$ cat src/rtl/mips_pkg.sv
// mips_pkg: shared opcode/funct constants, ALU control and FSM state encodings
package mips_pkg;
  localparam logic [5:0] OP_RTYPE = 6'h00, OP_J = 6'h02, OP_BEQ = 6'h04, OP_ADDI = 6'h08, OP_LW = 6'h23, OP_SW = 6'h2B;
  localparam logic [5:0] F_ADD = 6'h20, F_SUB = 6'h22, F_AND = 6'h24, F_OR = 6'h25, F_SLT = 6'h2A;
  typedef enum logic [2:0] {ALU_ADD, ALU_SUB, ALU_AND, ALU_OR, ALU_SLT} alu_ctl_t;
  typedef enum logic [3:0] {
    S_FETCH, S_DECODE, S_EXEC_R, S_WB_R, S_EXEC_I, S_WB_I, S_MEMADDR,
    S_MEMRD, S_WB_MEM, S_MEMWR, S_BRANCH, S_JUMP, S_TRAP
  } state_t;
  function automatic state_t dispatch(input logic [5:0] op);
    case (op)
      OP_RTYPE: return S_EXEC_R;
      OP_LW, OP_SW: return S_MEMADDR;
      OP_BEQ: return S_BRANCH;
      OP_ADDI: return S_EXEC_I;
      OP_J: return S_JUMP;
      default: return S_TRAP;
    endcase
  endfunction
  function automatic alu_ctl_t funct_ctl(input logic [5:0] f);
    case (f)
      F_SUB: return ALU_SUB;
      F_AND: return ALU_AND;
      F_OR: return ALU_OR;
      F_SLT: return ALU_SLT;
      default: return ALU_ADD;
    endcase
  endfunction
  function automatic logic funct_ok(input logic [5:0] f);
    return f inside {F_ADD, F_SUB, F_AND, F_OR, F_SLT};
  endfunction
endpackage

$ cat src/rtl/mips_multicycle_core_if.sv
// mips_multicycle_core_if: unified req/ready memory port shared by fetch and data accesses
interface mips_multicycle_core_if #(
  parameter int DATA_W = 32,
  parameter int ADDR_W = 32
);
  logic mem_req, mem_we, mem_ready;
  logic [ADDR_W-1:0] mem_addr;
  logic [DATA_W-1:0] mem_wdata, mem_rdata;
  modport master (output mem_req, mem_we, mem_addr, mem_wdata, input mem_rdata, mem_ready);
  modport slave (input mem_req, mem_we, mem_addr, mem_wdata, output mem_rdata, mem_ready);
endinterface

$ cat src/rtl/mips_regfile.sv
// mips_regfile: 32-entry register file, two async reads, one clocked write, $0 reads zero
module mips_regfile #(
  parameter int DATA_W = 32
) (
  input  logic              Clk,
  input  logic              we,
  input  logic [4:0]        wa,
  input  logic [DATA_W-1:0] wd,
  input  logic [4:0]        ra1,
  input  logic [4:0]        ra2,
  output logic [DATA_W-1:0] rd1,
  output logic [DATA_W-1:0] rd2
);
  logic [DATA_W-1:0] rf [32];
  // writes to $0 are dropped so it stays architecturally zero
  always_ff @(posedge Clk) if (we && wa != 5'd0) rf[wa] <= wd;
  assign rd1 = ra1 == 5'd0 ? '0 : rf[ra1];
  assign rd2 = ra2 == 5'd0 ? '0 : rf[ra2];
endmodule

$ cat src/rtl/mips_multicycle_core.sv
// mips_multicycle_core: multi-cycle MIPS subset with one shared ALU and a single req/ready memory port
module mips_multicycle_core
  import mips_pkg::*;
#(
  parameter int DATA_W = 32,
  parameter int ADDR_W = 32,
  parameter logic [ADDR_W-1:0] RESET_PC = '0
) (
  input  logic                  Clk,
  input  logic                  Rst,
  mips_multicycle_core_if.master bus,
  output logic                  retire,
  output logic [ADDR_W-1:0]     pc_out,
  output logic                  trap
);
  state_t state, state_n;
  alu_ctl_t alu_ctl;
  logic [ADDR_W-1:0] pc, pc_n, issue_addr;
  logic [31:0] ir;
  logic [DATA_W-1:0] a, b, aluout, mdr, rd1, rd2, rf_wd;
  logic [DATA_W-1:0] sext_imm, pc_ext, jt_w, alu_a, alu_b, alu_y;
  logic [5:0] op, funct;
  logic [4:0] rs, rt, rd, rf_wa;
  logic issue, issue_we, done, rf_we;
  assign op = ir[31:26];
  assign rs = ir[25:21];
  assign rt = ir[20:16];
  assign rd = ir[15:11];
  assign funct = ir[5:0];
  assign sext_imm = {{(DATA_W-16){ir[15]}}, ir[15:0]};
  assign pc_ext = DATA_W'(pc);
  assign jt_w = {pc_ext[DATA_W-1:28], ir[25:0], 2'b00};
  assign done = bus.mem_req && bus.mem_ready;
  assign issue_we = state == S_MEMADDR && op == OP_SW;
  assign issue_addr = state == S_MEMADDR ? alu_y[ADDR_W-1:0] : pc_n;
  assign pc_out = pc;
  assign trap = state == S_TRAP;
  assign rf_we = !Rst && state inside {S_WB_R, S_WB_I, S_WB_MEM};
  assign rf_wa = state == S_WB_R ? rd : rt;
  assign rf_wd = state == S_WB_MEM ? mdr : aluout;

  mips_regfile #(.DATA_W(DATA_W)) u_rf (
    .Clk(Clk), .we(rf_we), .wa(rf_wa), .wd(rf_wd),
    .ra1(rs), .ra2(rt), .rd1(rd1), .rd2(rd2)
  );

  // shared ALU: branch target in DECODE, address/immediate add, and R-type ops
  always_comb begin
    alu_a = state == S_DECODE ? pc_ext : a;
    alu_b = state == S_DECODE ? {sext_imm[DATA_W-3:0], 2'b00} : state == S_EXEC_R ? b : sext_imm;
    alu_ctl = state == S_EXEC_R ? funct_ctl(funct) : ALU_ADD;
    alu_y = alu_ctl == ALU_SUB ? alu_a - alu_b :
            alu_ctl == ALU_AND ? alu_a & alu_b :
            alu_ctl == ALU_OR  ? alu_a | alu_b :
            alu_ctl == ALU_SLT ? DATA_W'($signed(alu_a) < $signed(alu_b)) : alu_a + alu_b;
  end

  // next state, next PC, retire strobe and new memory access requests
  always_comb begin
    state_n = state;
    pc_n = pc;
    issue = 1'b0;
    retire = 1'b0;
    case (state)
      S_FETCH: begin
        issue = !bus.mem_req;
        state_n = done ? S_DECODE : S_FETCH;
        pc_n = done ? pc + ADDR_W'(4) : pc;
      end
      S_DECODE: state_n = dispatch(op);
      S_EXEC_R: state_n = funct_ok(funct) ? S_WB_R : S_TRAP;
      S_EXEC_I: state_n = S_WB_I;
      S_MEMADDR: begin
        state_n = |alu_y[1:0] ? S_TRAP : op == OP_SW ? S_MEMWR : S_MEMRD;
        issue = ~|alu_y[1:0];
      end
      S_MEMRD: state_n = done ? S_WB_MEM : S_MEMRD;
      S_MEMWR: begin
        retire = done;
        issue = done;
        state_n = done ? S_FETCH : S_MEMWR;
      end
      S_WB_R, S_WB_I, S_WB_MEM: begin
        retire = 1'b1;
        issue = 1'b1;
        state_n = S_FETCH;
      end
      S_BRANCH: begin
        retire = 1'b1;
        issue = 1'b1;
        state_n = S_FETCH;
        pc_n = a == b ? aluout[ADDR_W-1:0] : pc;
      end
      S_JUMP: begin
        retire = 1'b1;
        issue = 1'b1;
        state_n = S_FETCH;
        pc_n = jt_w[ADDR_W-1:0];
      end
      default: ;
    endcase
  end

  // architectural and datapath registers
  always_ff @(posedge Clk) begin
    if (Rst) begin
      state <= S_FETCH;
      pc <= RESET_PC;
      ir <= '0;
      a <= '0;
      b <= '0;
      aluout <= '0;
      mdr <= '0;
    end else begin
      state <= state_n;
      pc <= pc_n;
      if (state == S_FETCH && done) ir <= bus.mem_rdata[31:0];
      if (state == S_DECODE) begin
        a <= rd1;
        b <= rd2;
      end
      if (state inside {S_DECODE, S_EXEC_R, S_EXEC_I, S_MEMADDR}) aluout <= alu_y;
      if (state == S_MEMRD && done) mdr <= bus.mem_rdata;
    end
  end

  // memory request registers: held until ready, dropped unless a new access starts
  always_ff @(posedge Clk) begin
    if (Rst) begin
      bus.mem_req <= 1'b0;
      bus.mem_we <= 1'b0;
      bus.mem_addr <= '0;
      bus.mem_wdata <= '0;
    end else if (issue) begin
      bus.mem_req <= 1'b1;
      bus.mem_we <= issue_we;
      bus.mem_addr <= issue_addr;
      bus.mem_wdata <= b;
    end else if (done) begin
      bus.mem_req <= 1'b0;
    end
  end
endmodule
$ cat src/flat_wrapper.sv
// flat-port wrapper written by rule: the top's interface ports become plain ports
module mips_multicycle_core_flat import mips_pkg::*;
#(
  parameter int DATA_W = 32,
  parameter int ADDR_W = 32,
  parameter logic [ADDR_W-1:0] RESET_PC = '0
)
  (Clk, Rst, retire, pc_out, trap, bus_mem_req, bus_mem_we, bus_mem_addr, bus_mem_wdata, bus_mem_rdata, bus_mem_ready);
  mips_multicycle_core_if #(.DATA_W(DATA_W), .ADDR_W(ADDR_W)) bus_i ();
  input  logic Clk;
  input  logic Rst;
  output logic retire;
  output logic [ADDR_W-1:0] pc_out;
  output logic trap;
  output wire logic [$bits(bus_i.mem_req)-1:0] bus_mem_req;
  output wire logic [$bits(bus_i.mem_we)-1:0] bus_mem_we;
  output wire logic [$bits(bus_i.mem_addr)-1:0] bus_mem_addr;
  output wire logic [$bits(bus_i.mem_wdata)-1:0] bus_mem_wdata;
  input wire logic [$bits(bus_i.mem_rdata)-1:0] bus_mem_rdata;
  input wire logic [$bits(bus_i.mem_ready)-1:0] bus_mem_ready;
  assign bus_mem_req = bus_i.mem_req;
  assign bus_mem_we = bus_i.mem_we;
  assign bus_mem_addr = bus_i.mem_addr;
  assign bus_mem_wdata = bus_i.mem_wdata;
  assign bus_i.mem_rdata = bus_mem_rdata;
  assign bus_i.mem_ready = bus_mem_ready;
  mips_multicycle_core #(.DATA_W(DATA_W), .ADDR_W(ADDR_W), .RESET_PC(RESET_PC)) u_core (.Clk(Clk), .Rst(Rst), .bus(bus_i), .retire(retire), .pc_out(pc_out), .trap(trap));
endmodule
$ cat config.mk
export PLATFORM = sky130hd
export DESIGN_NAME = mips_multicycle_core_flat
export DESIGN_NICKNAME = d
export VERILOG_FILES = /design/src/rtl/mips_pkg.sv /design/src/rtl/mips_multicycle_core_if.sv /design/src/rtl/mips_regfile.sv /design/src/rtl/mips_multicycle_core.sv /design/src/flat_wrapper.sv
export SDC_FILE = /design/constraint.sdc
export NUM_CORES = 2
export LEC_CHECK = 0
export BUFFER_PORTS_ARGS = -buffer_cell sky130_fd_sc_hd__buf_2
export CAP_MARGIN = 20
export CORE_MARGIN = 1.5
export CORE_UTILIZATION = 35
export CTS_BUF_LIST = sky130_fd_sc_hd__clkbuf_4 sky130_fd_sc_hd__clkbuf_8
export DETAILED_ROUTE_END_ITERATION = 6
export SLEW_MARGIN = 20
export SYNTH_ARGS = -nofsm -noshare
export SYNTH_HDL_FRONTEND = slang
export SYNTH_SLANG_ARGS = --single-unit
$ cat constraint.sdc
create_clock -name Clk -period 5.4 [get_ports Clk]
set_input_delay 0.27 -clock Clk [delete_from_list [all_inputs] [get_ports Clk]]
set_output_delay 0.27 -clock Clk [all_outputs]
set_load 0.01 [all_outputs]
Word level (Yosys, flattened, before mapping)
Memories as Yosys holds them, arrays and structs flattened. A register that Yosys moved wholly into a read port is not among the register bits.
Index checks and enable logic that the tools add are counted.
Widths: inputs -> output; s select.
{"block": "classes", "add_sub_neg": 3, "n_mul": 0, "div": 0, "n_lt_le_gt_ge": 1, "n_eq_ne": 27, "n_shift": 0, "mux": 35, "bitwise": 2, "n_reduce_logical": 22}
{"operator": "$mux 32", "count": 13}
{"operator": "$pmux 32 s3", "count": 1}
{"operator": "$eq 6x6->1 const B", "count": 7}
{"operator": "$add 32x3->32 const B", "count": 1}
{"operator": "$add 32x32->32", "count": 1}
{"operator": "$and 32x32->32", "count": 1}
{"operator": "$eq 32x32->1", "count": 1}
{"operator": "$lt 32x32->1", "count": 1}
{"operator": "$or 32x32->32", "count": 1}
{"operator": "$pmux 4 s8", "count": 1}
{"operator": "$sub 32x32->32", "count": 1}
{"operator": "$mux 5", "count": 5}
{"operator": "$eq 4x4->1 const B", "count": 5}
{"operator": "$mux 4", "count": 5}
{"operator": "$pmux 4 s5", "count": 1}
{"operator": "$eq 4x3->1 const B", "count": 4}
{"operator": "$pmux 3 s4", "count": 1}
{"operator": "$logic_not 5->1", "count": 2}
{"operator": "$reduce_bool 5->1", "count": 2}
{"operator": "$eq 4x2->1 const B", "count": 2}
{"operator": "$reduce_bool 8->1", "count": 1}
{"operator": "$eq 3x2->1 const B", "count": 2}
{"operator": "$eq 6x2->1 const B", "count": 1}
{"operator": "$eq 6x3->1 const B", "count": 1}
{"operator": "17 further kinds", "count": 29}
{"block": "word_totals", "register_bits": 262, "latchBits": 0, "mem_bits_rw": 1024, "mem_bits_ro": 0, "in_bits": 35, "out_inout_bits": 100, "wordCells": 102, "memories": 1}
{"name": "u_core.u_rf.rf", "depth": 32, "width": 32, "read_ports": 2, "rd_clocked_by_memory_dff": 2, "wr": 1, "line": "mips_regfile.sv:14", "rtl": "logic [DATA_W-1:0] rf [32];"}

Logic depth before layout (Yosys ltp)
{"block": "logic_depth", "ltp_word": 12, "depth_mapped": 22, "ltp_nobuf": 18}

Modules after synthesis
From an unflattened synthesis, not the netlist that was laid out.
{"block": "hier_totals", "cells_unflattened": 4994, "area_unflattened_um2": 65469.0}
{"mod": "mips_regfile", "instances": 1, "cells_each": 2564, "area_per_inst_um2": 47929.7, "seq_area_each_um2": 30749.5}
{"mod": "mips_multicycle_core", "instances": 1, "cells_each": 2430, "area_per_inst_um2": 17539.3, "seq_area_each_um2": 5245.0}

Least setup slack after synthesis
OpenSTA, ideal clock, no wires.
{"block": "synth_timing", "path_type": "register to register", "from": "reg u_core.state[1]", "to": "reg u_core.aluout[31]", "setup_time_ns": 0.139, "arrival_ns": 4.574, "required_time_ns": 5.261, "setup_slack_ns": 0.687, "path_stages_with_launch": 18, "path_buffers": 4, "period_less_slack_ns": 4.713, "path_cell_list": "dfxtp_1 -> buf_2 -> buf_1 -> nor4b_1 -> clkbuf_1 -> o21ai_0 -> ha_1 -> clkbuf_1 -> o211ai_1 -> a21oi_1 -> o211ai_1 -> a2111oi_1 -> o2111a_1 -> o21ai_0 -> a211o_1 -> o22a_1 -> o221ai_1 -> a22oi_1"}
{"block": "synth_between", "elab_chain_cells": 8, "word_cells_on_any_way": 21, "classes_between": "add/sub: 2; eq/ne: 8; mux: 8; bitwise: 2; reduce/logical: 1"}
{"element": "start, declared", "line": "mips_multicycle_core.sv:16", "rtl": "state_t state, state_n;"}
{"element": "start signal, assigned", "line": "mips_multicycle_core.sv:115", "rtl": "state <= state_n;"}
{"element": "$eq 4x2->1", "line": "mips_multicycle_core.sv:50, mips_multicycle_core.sv:51, mips_multicycle_core.sv:122"}
{"element": "$mux 32 (2 in a row)", "line": "mips_multicycle_core.sv:50", "rtl": "alu_b = state == S_DECODE ? {sext_imm[DATA_W-3:0], 2'b00} : state == S_EXEC_R ? b : sext_imm;"}
{"element": "$add 32x32->32", "line": "mips_multicycle_core.sv:55", "rtl": "alu_ctl == ALU_SLT ? DATA_W'($signed(alu_a) < $signed(alu_b)) : alu_a + alu_b;"}
{"element": "$mux 32", "line": "mips_multicycle_core.sv:55"}
{"element": "$mux 32", "line": "mips_multicycle_core.sv:54", "rtl": "alu_ctl == ALU_OR ? alu_a | alu_b :"}
{"element": "$mux 32", "line": "mips_multicycle_core.sv:53", "rtl": "alu_ctl == ALU_AND ? alu_a & alu_b :"}
{"element": "$mux 32", "line": "mips_multicycle_core.sv:52", "rtl": "alu_y = alu_ctl == ALU_SUB ? alu_a - alu_b :"}
{"element": "end signal, assigned", "line": "mips_multicycle_core.sv:122", "rtl": "if (state inside {S_DECODE, S_EXEC_R, S_EXEC_I, S_MEMADDR}) aluout <= alu_y;"}
{"element": "end, declared", "line": "mips_multicycle_core.sv:20", "rtl": "logic [DATA_W-1:0] a, b, aluout, mdr, rd1, rd2, rf_wd;"}
Parallel ways exist; a longest one is shown, timed or not.
A chain may end at the register's enable or synchronous reset.

Worst setup path after layout
{"block": "layout_timing", "from": "reg u_core.state[3]", "to": "reg u_core.aluout[31]"}
Same word-level chain as after synthesis.

==> reports/qor.yml <==
p_int_mw: 19.55
vdd_drop_max_uv: 312.0
power_mw: 29.60
syn_area_um2: 64050
crit_fanout: 35
crit_arrival_ns: 5.77
dp_hpwl_mm: 134.5
detail-route-antenna-nets: 0
area_growth_pct: 13.96
swShare_pct: 33.94
synth_top_family_by_area: "multiplexers"
crit_family: "compound AO/OA/AOI/OAI gates"
synth_cell_types: 85
met2_usage_pct: 36.14
synth_compound_area_share_pct: 6.420
yosys.area_share.adder_pct: 1.958
gr-usage-all-layers_pct: 22.42
cp.depth: 17
finalCritPeriodShare_pct: 92.04
p_clk_share_pct: 29.0
final_cell_mix: "edfxtp_1 (1024), mux4_2 (640), nand2_1 (454)"
synthXorXnorAreaFrac_pct: 1.121
synth_edf_count: 1024
p_comb_share_pct: 30.4
synth_mux_area_share_pct: 24.72
clock_skew_ns: 0.05615
cts_buffer_depth: 3
placementRows: 156
numPortBuffers: 134
switching_power_mw: 10.05
slew_violations: 0
worstSetupStartpointType: "flop"
fp.dieW_um: 430.8
synthSimpleGateAreaFrac_pct: 6.689
slew_headroom_pct: 26.43
antenna_found_initial: 4
grt_use_met3_pct: 4.520
cp-end-kind: "flop"
cts.sinks: 1296
nFillCells: 16490
pwr-share-seq_pct: 40.7
synth-main-ff-cell: "edfxtp_1"
cpMostUsedCell: "o21ai_0"
synthTopCellsByArea: "edfxtp_1 (48%), mux4_2 (23%), dfxtp_1 (8.5%)"
async_flop_share_pct: 0
max_freq_mhz: 201.2
status: "completed"
dr.first_iter.drc_count: 5124
max_cap_violations: 0
dieArea_um2: 185600
core_um2: 181300
cts_tree: "built"
final-hold-violation-count: 0
num_vias: 41860
crit_chain: "nor2_1, nand3b_1, buf_12, buf_4, nand2_1, and2_1, inv_1, ha_1, nand4_1, or2_2, o21ai_0, o2111a_1, o21ai_0, a211o_1, o22a_1, o221ai_1, a22oi_1"
pin_count: 135
hold_path_depth: 4
grt_pass1_wl_mm: 299.2
clk_pin_slew_worst_paths_ns: 0.06
cts.htree.levels: 4
cts_root_buf: "clkbuf_8"
grt_max_degree: 94
setup_viol: 0
busiest_layer: "met2"
yosysWarnings: 0
wl_per_cell_um: 29.57
ys_ff_latch: 1296
syn_inst: 4330
routed_via_density: 5.887
syn_area_per_cell_um2: 14.79
setup_tns_ns: 0
reg2reg_depth: 17
start_util_pct: 35.32
dr.pass1.iters: 6
period_needed_ns: 4.970
worstSkewPairLatency_ns: 0.96
synth_top_cell_area_share_pct: 48.01
routabilityCongestion: 0.9830
rsz0062_at_grt: "no"
first_global_vias: 41350
grt.overflow.total: 0
layout-drive-gt1-share_pct: 29.79
cp.required_ns: 6.20
die_h_um: 430.8
grt_use_met1_pct: 29.66
final_nets: 4703
yosysTopAreaCell: "edfxtp_1"
final_common_cell: "edfxtp_1"
ys_seq_area_share_pct: 56.51
tightest_slew_ns: 1.102
drt_wl_total_mm: 210.2
criticalPathCategory: "flop to flop"
path_buf_inv: 3
post-route-drc-count: 0
power_density_nw_per_um2: 405.6
slowest_stage: "dfxtp_1"
cts_buffers: 207
min_path_type: "input pin to flop"
leakage_nw: 23.75
slowest_delay_ns: 0.71
==> metal layers <==
layer | share of wire [%] | wire length [um]
met2 | 48 | 100400
met3 | 9.0 | 18830
met4 | 4.2 | 8729
met1 | 39 | 82290
met5 | 0.010 | 21
==> sequential cells by signal (all words and copies together), names as in the netlist, named ones only <==
register              flops
u_core.mdr               32
u_core.state              4
u_core.u_rf.rf         1024
u_core.a                 32
u_core.bus.mem_wdata     32
u_core.bus.mem_req        1
u_core.bus.mem_we         1
u_core.pc_out            32
u_core.aluout            32
u_core.bus.mem_addr      32
u_core.b                 32
u_core.ir                32
==> cell families after synthesis <==
family	after synthesis
compound gates	672
xor+xnor	82
fa+ha+maj	99
buf+inv	428
flops	1296
mux	773
other cells	1
simple gates	979
==> final cells by class <==
class / instances / area (um2) / area share (%)
Clock buffer: 283 / 3520 / 4.822
Antenna cell: 3 / 7.507 / 0.01029
Timing Repair Buffer: 321 / 2581 / 3.537
Multi-Input combinational cell: 2637 / 26630 / 36.48
Clock inverter: 94 / 659.4 / 0.9034
Inverter: 106 / 397.9 / 0.5452
Sequential cell: 1296 / 36230 / 49.64
Tap cell: 2370 / 2965 / 4.063
==> synthesized netlist by cell type, types with 12 or more instances <==
| master | count |
|---|---|
| mux2i_1 | 63 |
| edfxtp_1 | 1024 |
| and2_1 | 52 |
| ha_1 | 97 |
| nand4_1 | 14 |
| o31ai_1 | 17 |
| inv_1 | 105 |
| mux4_2 | 640 |
| a21oi_1 | 317 |
| nor2_1 | 265 |
| dfxtp_1 | 272 |
| nand2b_1 | 28 |
| o211ai_1 | 15 |
| o21ai_0 | 108 |
| buf_2 | 14 |
| xor2_1 | 40 |
| nor4_1 | 19 |
| o22ai_1 | 16 |
| nor2b_1 | 12 |
| nor3_1 | 49 |
| a21o_1 | 20 |
| xnor2_1 | 42 |
| a211oi_1 | 33 |
| nand3_1 | 35 |
| mux2_2 | 70 |
| a31oi_1 | 21 |
| buf_1 | 63 |
| a22oi_1 | 20 |
| a221oi_1 | 12 |
| nand2_1 | 454 |
| clkbuf_1 | 242 |
==> tightest hold or removal path, stage by stage <==
cell           delay [ns]
dlygate4sd3_1        0.53
buf_2                0.15
nand2_1              0.06
a21oi_1              0.05
==> final timing paths <==
| check | from | end | slack, ns |
|---|---|---|---|
| max | u_core.state[3]$_SDFFE_PP0P_ | u_core.aluout[31]$_SDFFE_PP0P_ | 0.43 |
| min | bus_mem_rdata[2] | u_core.mdr[2]$_SDFFE_PP0P_ | 0.17 |
| max reg2reg | u_core.state[3]$_SDFFE_PP0P_ | u_core.aluout[31]$_SDFFE_PP0P_ | 0.43 |
| min reg2reg | u_core.bus.mem_wdata[30]$_SDFFE_PP0P_ | u_core.bus.mem_wdata[30]$_SDFFE_PP0P_ | 0.45 |
==> per-stage QoR <==
step | setup WS (ns) | util [%] | hold WS, ns | area [um2] | std cells
2_1_floorplan | 0.6866 | - | 0.4060 | 64160 | 4361
3_3_place_gp | 0.4994 | 37.75 | 0.4353 | 68450 | 6696
3_5_place_dp | 0.4437 | 37.75 | 0.4416 | 68460 | 6696
4_1_cts | 0.4365 | 40.25 | 0.06812 | 72980 | 7107
5_1_grt | 0.03795 | 40.25 | 0.1430 | 72980 | 7109
6_report | 0.4296 | 40.25 | 0.1673 | 72990 | 7110
==> timing repair <==
action                     CTS  global route
hold buffers                34             0
hold endpoints to repair    97             0
setup endpoints to repair    0             3
resized for setup            0             1
setup buffers                0             0
==> power by group through the flow <==
stage                     clock, mW  sequential, mW  combinational (mW)
after global routing           9.15            12.1                9.57
after detailed placement          0            12.2                8.83
final                          8.58            12.0                8.99
after CTS                      8.73            12.0                8.88
after floorplan                   0            11.8                6.17
after global placement            0            12.2                8.80
(Power assumes the default switching activity.)
